$ cat src/rtl/forward_hazard_unit.sv
// forward_hazard_unit: registered multi-operand forwarding selects, load-use stall FSM and stall counter
module forward_hazard_unit #(
  parameter int REG_ADDR_W        = 5,
  parameter int NUM_SRC           = 2,
  parameter int LOAD_STALL_CYCLES = 1,
  parameter int CNT_W             = 16
) (
  input  logic                          clock,
  input  logic                          reset,
  input  logic                          flush,
  input  logic                          id_valid,
  input  logic [NUM_SRC*REG_ADDR_W-1:0] id_src,
  input  logic [NUM_SRC-1:0]            id_src_used,
  input  logic [REG_ADDR_W-1:0]         ex_rd,
  input  logic                          ex_reg_write,
  input  logic                          ex_mem_read,
  input  logic [REG_ADDR_W-1:0]         exmem_rd,
  input  logic                          exmem_reg_write,
  output logic [NUM_SRC*2-1:0]          forward_sel,
  output logic                          stall,
  output logic [CNT_W-1:0]              stall_count
);
  typedef enum logic {IDLE, STALL} state_t;
  state_t state, state_nx;
  logic [2:0] rem, rem_nx;
  logic [NUM_SRC-1:0] hit_ex, hit_exmem, hit_load;
  logic [NUM_SRC*2-1:0] sel_nx;
  logic detect;
  for (genvar k = 0; k < NUM_SRC; k++) begin : g_src
    logic [REG_ADDR_W-1:0] src;
    logic live;
    assign src = id_src[k*REG_ADDR_W +: REG_ADDR_W];
    assign live = id_valid & id_src_used[k] & (src != '0);
    assign hit_ex[k] = live & ex_reg_write & (src == ex_rd);
    assign hit_exmem[k] = live & exmem_reg_write & (src == exmem_rd);
    assign hit_load[k] = hit_ex[k] & ex_mem_read;
    // the EX producer is younger than EX/MEM, so it wins
    assign sel_nx[2*k +: 2] = hit_ex[k] ? 2'b10 : hit_exmem[k] ? 2'b01 : 2'b00;
  end
  assign detect = |hit_load;
  always_comb begin
    state_nx = state;
    rem_nx = rem;
    stall = ~reset & ~flush & ((state == STALL) | detect);
    if (flush) begin
      state_nx = IDLE;
      rem_nx = '0;
    end else if (state == STALL) begin
      rem_nx = rem - 3'd1;
      state_nx = (rem == 3'd1) ? IDLE : STALL;
    end else if (detect && LOAD_STALL_CYCLES > 1) begin
      state_nx = STALL;
      rem_nx = 3'(LOAD_STALL_CYCLES - 1);
    end
  end
  always_ff @(posedge clock or posedge reset)
    if (reset) begin
      state <= IDLE;
      rem <= '0;
      forward_sel <= '0;
      stall_count <= '0;
    end else begin
      state <= state_nx;
      rem <= rem_nx;
      // a stalled or flushed ID sends a bubble into EX, which needs no forwarding
      forward_sel <= (flush | stall) ? '0 : sel_nx;
      if (stall && !(&stall_count)) stall_count <= stall_count + CNT_W'(1);
    end
endmodule

$ cat config.mk
export PLATFORM = sky130hd
export DESIGN_NAME = forward_hazard_unit
export DESIGN_NICKNAME = d
export VERILOG_FILES = /design/src/rtl/forward_hazard_unit.sv
export SDC_FILE = /design/constraint.sdc
export NUM_CORES = 1
export LEC_CHECK = 0
export CAP_MARGIN = 20
export CORE_ASPECT_RATIO = 0.9
export CORE_MARGIN = 8
export CORE_UTILIZATION = 30
export DETAILED_ROUTE_END_ITERATION = 8
export HOLD_SLACK_MARGIN = 0.08
export MAX_ROUTING_LAYER = met4
export PLACE_DENSITY = 0.59
export SLEW_MARGIN = 20
export SYNTH_ARGS = -nofsm -noshare
export SYNTH_HDL_FRONTEND = slang
export SYNTH_SLANG_ARGS = --single-unit
$ cat constraint.sdc
create_clock -name clock -period 2.2 [get_ports clock]
set_clock_uncertainty 0.05 [all_clocks]
set_input_delay 0.44 -clock clock [delete_from_list [all_inputs] [get_ports clock]]
set_output_delay 0.44 -clock clock [all_outputs]
set_load 0.03 [all_outputs]
* Word level (Yosys, flattened, before mapping)
Index checks and enable logic that the tools add are counted.
** Storage, ports and cells
- Register bits :: 24
- Output and inout bits :: 21
** Operators by class
- $add $sub $neg :: 2
- Bitwise operators :: 20
- Equality and inequality tests :: 5
- Mux-type cells :: 10
- Reductions and logical operators :: 7
** Operator list (count)
- $eq A5 B5 Y1 :: 4
- $add A16 B1 Y16 const B :: 1
- $and A1 B1 Y1 :: 16
- $reduce_and A16 Y1 :: 1
- $reduce_bool A5 Y1 :: 2
- $mux W3 :: 2
- $mux W1 :: 5
- $mux W2 :: 2
- $mux W4 :: 1
- $eq A3 B1 Y1 const B :: 1
- $sub A3 B1 Y3 const B :: 1
- $not A1 Y1 :: 2
- $or A1 B1 Y1 :: 2
- $reduce_bool A2 Y1 :: 1
- $reduce_or A2 Y1 :: 1
- $logic_and A1 B1 Y1 :: 1
- $logic_not A1 Y1 :: 1

* Logic depth before layout (Yosys ltp)
Gate-level depths: netlist of run 1.
- Word-level depth :: 10
- Gate-level depth with buffers :: 7

* Worst setup path before layout of run 1
No wires, ideal clock.
- Path kind :: input to register
- Start point :: input id_src[5]
- End point :: register stall_count[7]
- Slack :: -0.615 ns
- Required time :: 2.015 ns
- Stages on the path :: 7
- Data arrival time :: 2.630 ns
- Cell sequence :: xnor2_1 > nand4_1 > or4_4 > a21bo_2 > a21boi_0 > nand3_1 > xnor2_1
** Between the ends
- Word-level cells in the longest chain between the ends :: 9
- Elaborated cells between the ends (all ways) :: 10
- Classes of those cells :: 1 x eq/ne; 6 x bitwise; 3 x reduce/logical
** Ends and longest elaborated chain
- from (decl) :: RTL line 12 : input logic [NUM_SRC*REG_ADDR_W-1:0] id_src,
- $reduce_bool A5 Y1 :: RTL line 33 : assign live = id_valid & id_src_used[k] & (src != '0);
- $and A1 B1 Y1 :: RTL line 33
- $and A1 B1 Y1 :: RTL line 34 : assign hit_ex[k] = live & ex_reg_write & (src == ex_rd);
- $and A1 B1 Y1 * :: RTL line 34
- $and A1 B1 Y1 * :: RTL line 36 : assign hit_load[k] = hit_ex[k] & ex_mem_read;
- $reduce_or A2 Y1 * :: RTL line 40 : assign detect = |hit_load;
- $or A1 B1 Y1 * :: RTL line 44 : stall = ~reset & ~flush & ((state == STALL) | detect);
- $and A1 B1 Y1 * :: RTL line 44
- net stall :: RTL line 20 : output logic stall,
- $logic_and A1 B1 Y1 * :: RTL line 67 : if (stall && !(&stall_count)) stall_count <= stall_count + CNT_W'(1);
- to (signal assigned) :: RTL line 67
- to (decl) :: RTL line 21 : output logic [CNT_W-1:0] stall_count
Mark *: on every way through the listed nets, which the timed path passes. The rest lies on a longest branch.
A chain may end at the register's enable or synchronous reset.

* Worst setup path in the final report of run 1
- Start point :: input ex_rd[0]
- End point :: output stall
** Between the ends
- Word-level cells in the longest chain between the ends :: 6
- Elaborated cells between the ends (all ways) :: 9
- Classes of those cells :: 2 x eq/ne; 6 x bitwise; 1 x reduce/logical
** Ends and longest elaborated chain
- from (decl) :: RTL line 14 : input logic [REG_ADDR_W-1:0] ex_rd,
- $eq A5 B5 Y1 :: RTL line 34
- $and A1 B1 Y1 :: RTL line 34
- $and A1 B1 Y1 :: RTL line 36
- $reduce_or A2 Y1 * :: RTL line 40
- $or A1 B1 Y1 * :: RTL line 44
- $and A1 B1 Y1 * :: RTL line 44
- to (decl) :: RTL line 20
Mark *: on every way between the ends. The rest lies on a longest branch, timed or not.

==> results.ini, run 1 <==
[run_status]
status = complete, but fails checks
violations = negative setup slack

[drt]
first_iter_violations = 34
final_antenna_net_count = 0
vias_per_cell = 4.47
wl_per_cell_microns = 13.5
num_vias = 1257
drc = 0
first_pass_iters = 3
drt_wl_total_mm = 3.78

[sta]
post-route-min-period_ps = 2340
tightest_slew_ps = 376
slew_headroom = 0.747
worst_slack_ps = -136
finalSetupViolCount = 7
max_freq_mhz = 428
rsz0062_at_grt = true
fin_crit_sh = 1.06
slew_violations = 0
final_hold_viol_count = 0

[layout]
fin_util = 0.521
multiInputGateArea_sq_um = 836
final_cell_area_sq_um = 2320
final-seq-area_sq_um = 601
antennaDiodeCount = 0
final_nets = 252
layout-drive-gt1-share = 0.279
fillCellCount = 426
area_growth_syn_to_layout_pct = 67.4

[hold_path]
hp-class = reg -> reg
min_path_cells = 1

[die]
die_w_microns = 87.7
core-area_sq_um = 4460
rows = 23
chipHeight_microns = 80.5
dieArea_sq_um = 7060
start_util = 0.311
io_pins = 50

[global_routing]
grt_remaining_overflow = 0
grt_pass1_vias = 1438
grt_pass1_wl_mm = 6.56
antenna_found_initial = 0
grt_max_degree = 15
grt_use_total = 0.120

[synth]
synth-main-ff-cell = dfrtp_1
synthArstFlopShare = 1.00
ys_types = 29
syn_inst = 136
yosys_warnings = 0
syn_nets = 168
yosysMostFrequentCell = dfrtp_1
synth.top_cells.by_area = dfrtp_1 43%, xnor2_1 15%, xor2_1 8.8%, nand4_1 3.6%, nand3_1 3.2%
synth_area_sq_um = 1390
synth_commonest_cells = 24 x dfrtp_1, 23 x xnor2_1, 14 x xor2_1
syn_area_per_cell_sq_um = 10.2
netlist.area_leader.share = 0.433
yosysTopAreaCell = dfrtp_1
synth_edf_count = 0
yosysSeqAreaShare = 0.433
ys_seq_elements = 24

[place]
dpl_cell_area_sq_um = 2140
port_buffers = 49
dp_hpwl_mm = 3.13
globalplace.congestion = 0.835

[critical_path]
critPathLaunchType = input pin
reg2regPathDepth = 7
worstPathMaxFanout = 2
cp_data_required_time_ps = 1710
critPathArrivalTime_ps = 1850
path_class = in -> out
critPathCaptureType = output port

[clocking]
ctsLongestPathBuffers = 2
numCtsBuffers = 3
tritoncts = yes
clk_latency_ps = 260
htreeDepth = 1
cts_root_buffer = clkbuf_8
clock_sinks = 24
path_clk_slew_ps = 90

[power_and_ir_drop]
p_leak_uw = 0.00100
p_per_area_nw_per_um2 = 434
irDropWorstVdd_uv = 239

[job]
cap_violations = 0

==> cells by family (layout without fill, tap and decap cells) <==
family | after synthesis | after routing | share of synthesized area
xor gates and xnor gates | 37 | 37 | 0.234
buffers and inverters | 6 | 89 | 0.0162
DFF | 24 | 24 | 0.433
AOI/OAI and AO/OA | 10 | 10 | 0.0685
muxes | 1 | 1 | 0.00811
and+or+nand+nor | 55 | 55 | 0.214
adders and majority gates | 3 | 3 | 0.0271
==> worst max-delay path: stages <==
cell and delay, ps:
buf_8 100, buf_6 100, xor2_1 150, nor4_2 290
nand4_1 200, a21bo_4 260, a21boi_4 150, buf_6 150
==> sequential cells by signal, summed over array words and instances, names as in the netlist <==
signal / flops
rem: 3
state: 1
stall_count: 16
forward_sel: 4
==> layout make-up <==
| class | instances | share of cell area |
|---|---|---|
| Timing Repair Buffer | 79 | 0.308 |
| Clock buffer | 3 | 0.0178 |
| Sequential cell | 24 | 0.259 |
| Clock inverter | 1 | 0.0129 |
| Tap cell | 62 | 0.0334 |
| Inverter | 6 | 0.00970 |
| Multi-Input combinational cell | 106 | 0.360 |
==> path summary, 6_finish.rpt <==
check | endpoint | slack, ps | startpoint
max | stall | -140 | ex_rd[0]
min | stall_count[5] | 440 | stall_count[5]
max reg2reg | stall_count[13] | 240 | stall_count[12]
min reg2reg | stall_count[5] | 440 | stall_count[5]
max in group asynchronous | forward_sel[0] | 1270 | reset
min in group asynchronous | rem[1] | 650 | reset
==> routing by layer <==
| metal | up-vias | wire (microns) | GRT usage | share of wire |
|---|---|---|---|---|
| li1 | 632 | - | - | - |
| met1 | 590 | 1640 | 0.133 | 0.43 |
| met2 | 33 | 1940 | 0.212 | 0.51 |
| met3 | 2 | 173 | 0.0194 | 0.046 |
| met4 | 0 | 29 | 0.0412 | 0.0077 |
| met5 | - | 0 | - | 0 |
==> cell usage in the layout, fill, tap and decap left out, types with 5 or more instances in the layout <==
cell type / instances
nand3_1: 8
xor2_1: 14
dfrtp_1: 24
nand4_1: 8
and3_1: 6
nor2_1: 9
inv_1: 6
nand2_1: 8
buf_4: 27
xnor2_1: 20
dlygate4sd2_1: 5
buf_6: 9
clkdlybuf4s50_1: 30
==> power by group <==
part / internal, uW / leakage, uW / total [uW] / switching, uW
Sequential: 445 / 0.000333 / 451 / 5.45
Combinational: 99.2 / 0.000634 / 175 / 76.0
Clock: 243 / 0.0000357 / 382 / 139
==> repair_timing <==
action                                  CTS  global route
pin swaps                                14             8
setup buffers                            10             0
hold buffers                              0             0
endpoints found under the setup margin   19            16
gates resized for setup                  68             5
==> through the flow <==
stage / total power [uW] / worst slack (ps) / TNS (ps) / instances / hold slack [ps]
after floorplan: 521 / 7.06 / 0 / 136 / 405
after global placement: 630 / -617 / -9700 / 268 / 428
after detailed placement: 634 / -662 / -10080 / 268 / 443
after CTS: 1020 / -173 / -714 / 281 / 456
after global routing: 1050 / -226 / -1440 / 281 / 469
final: 1010 / -136 / -322 / 281 / 442
(Power assumes the default switching activity.)
==> run 2: changes to the inputs <==
Settings changed: SLEW_MARGIN 20 to 0.
==> results of run 2 <==
Same layout as run 1: the final DEF is identical, and so are final timing and power.
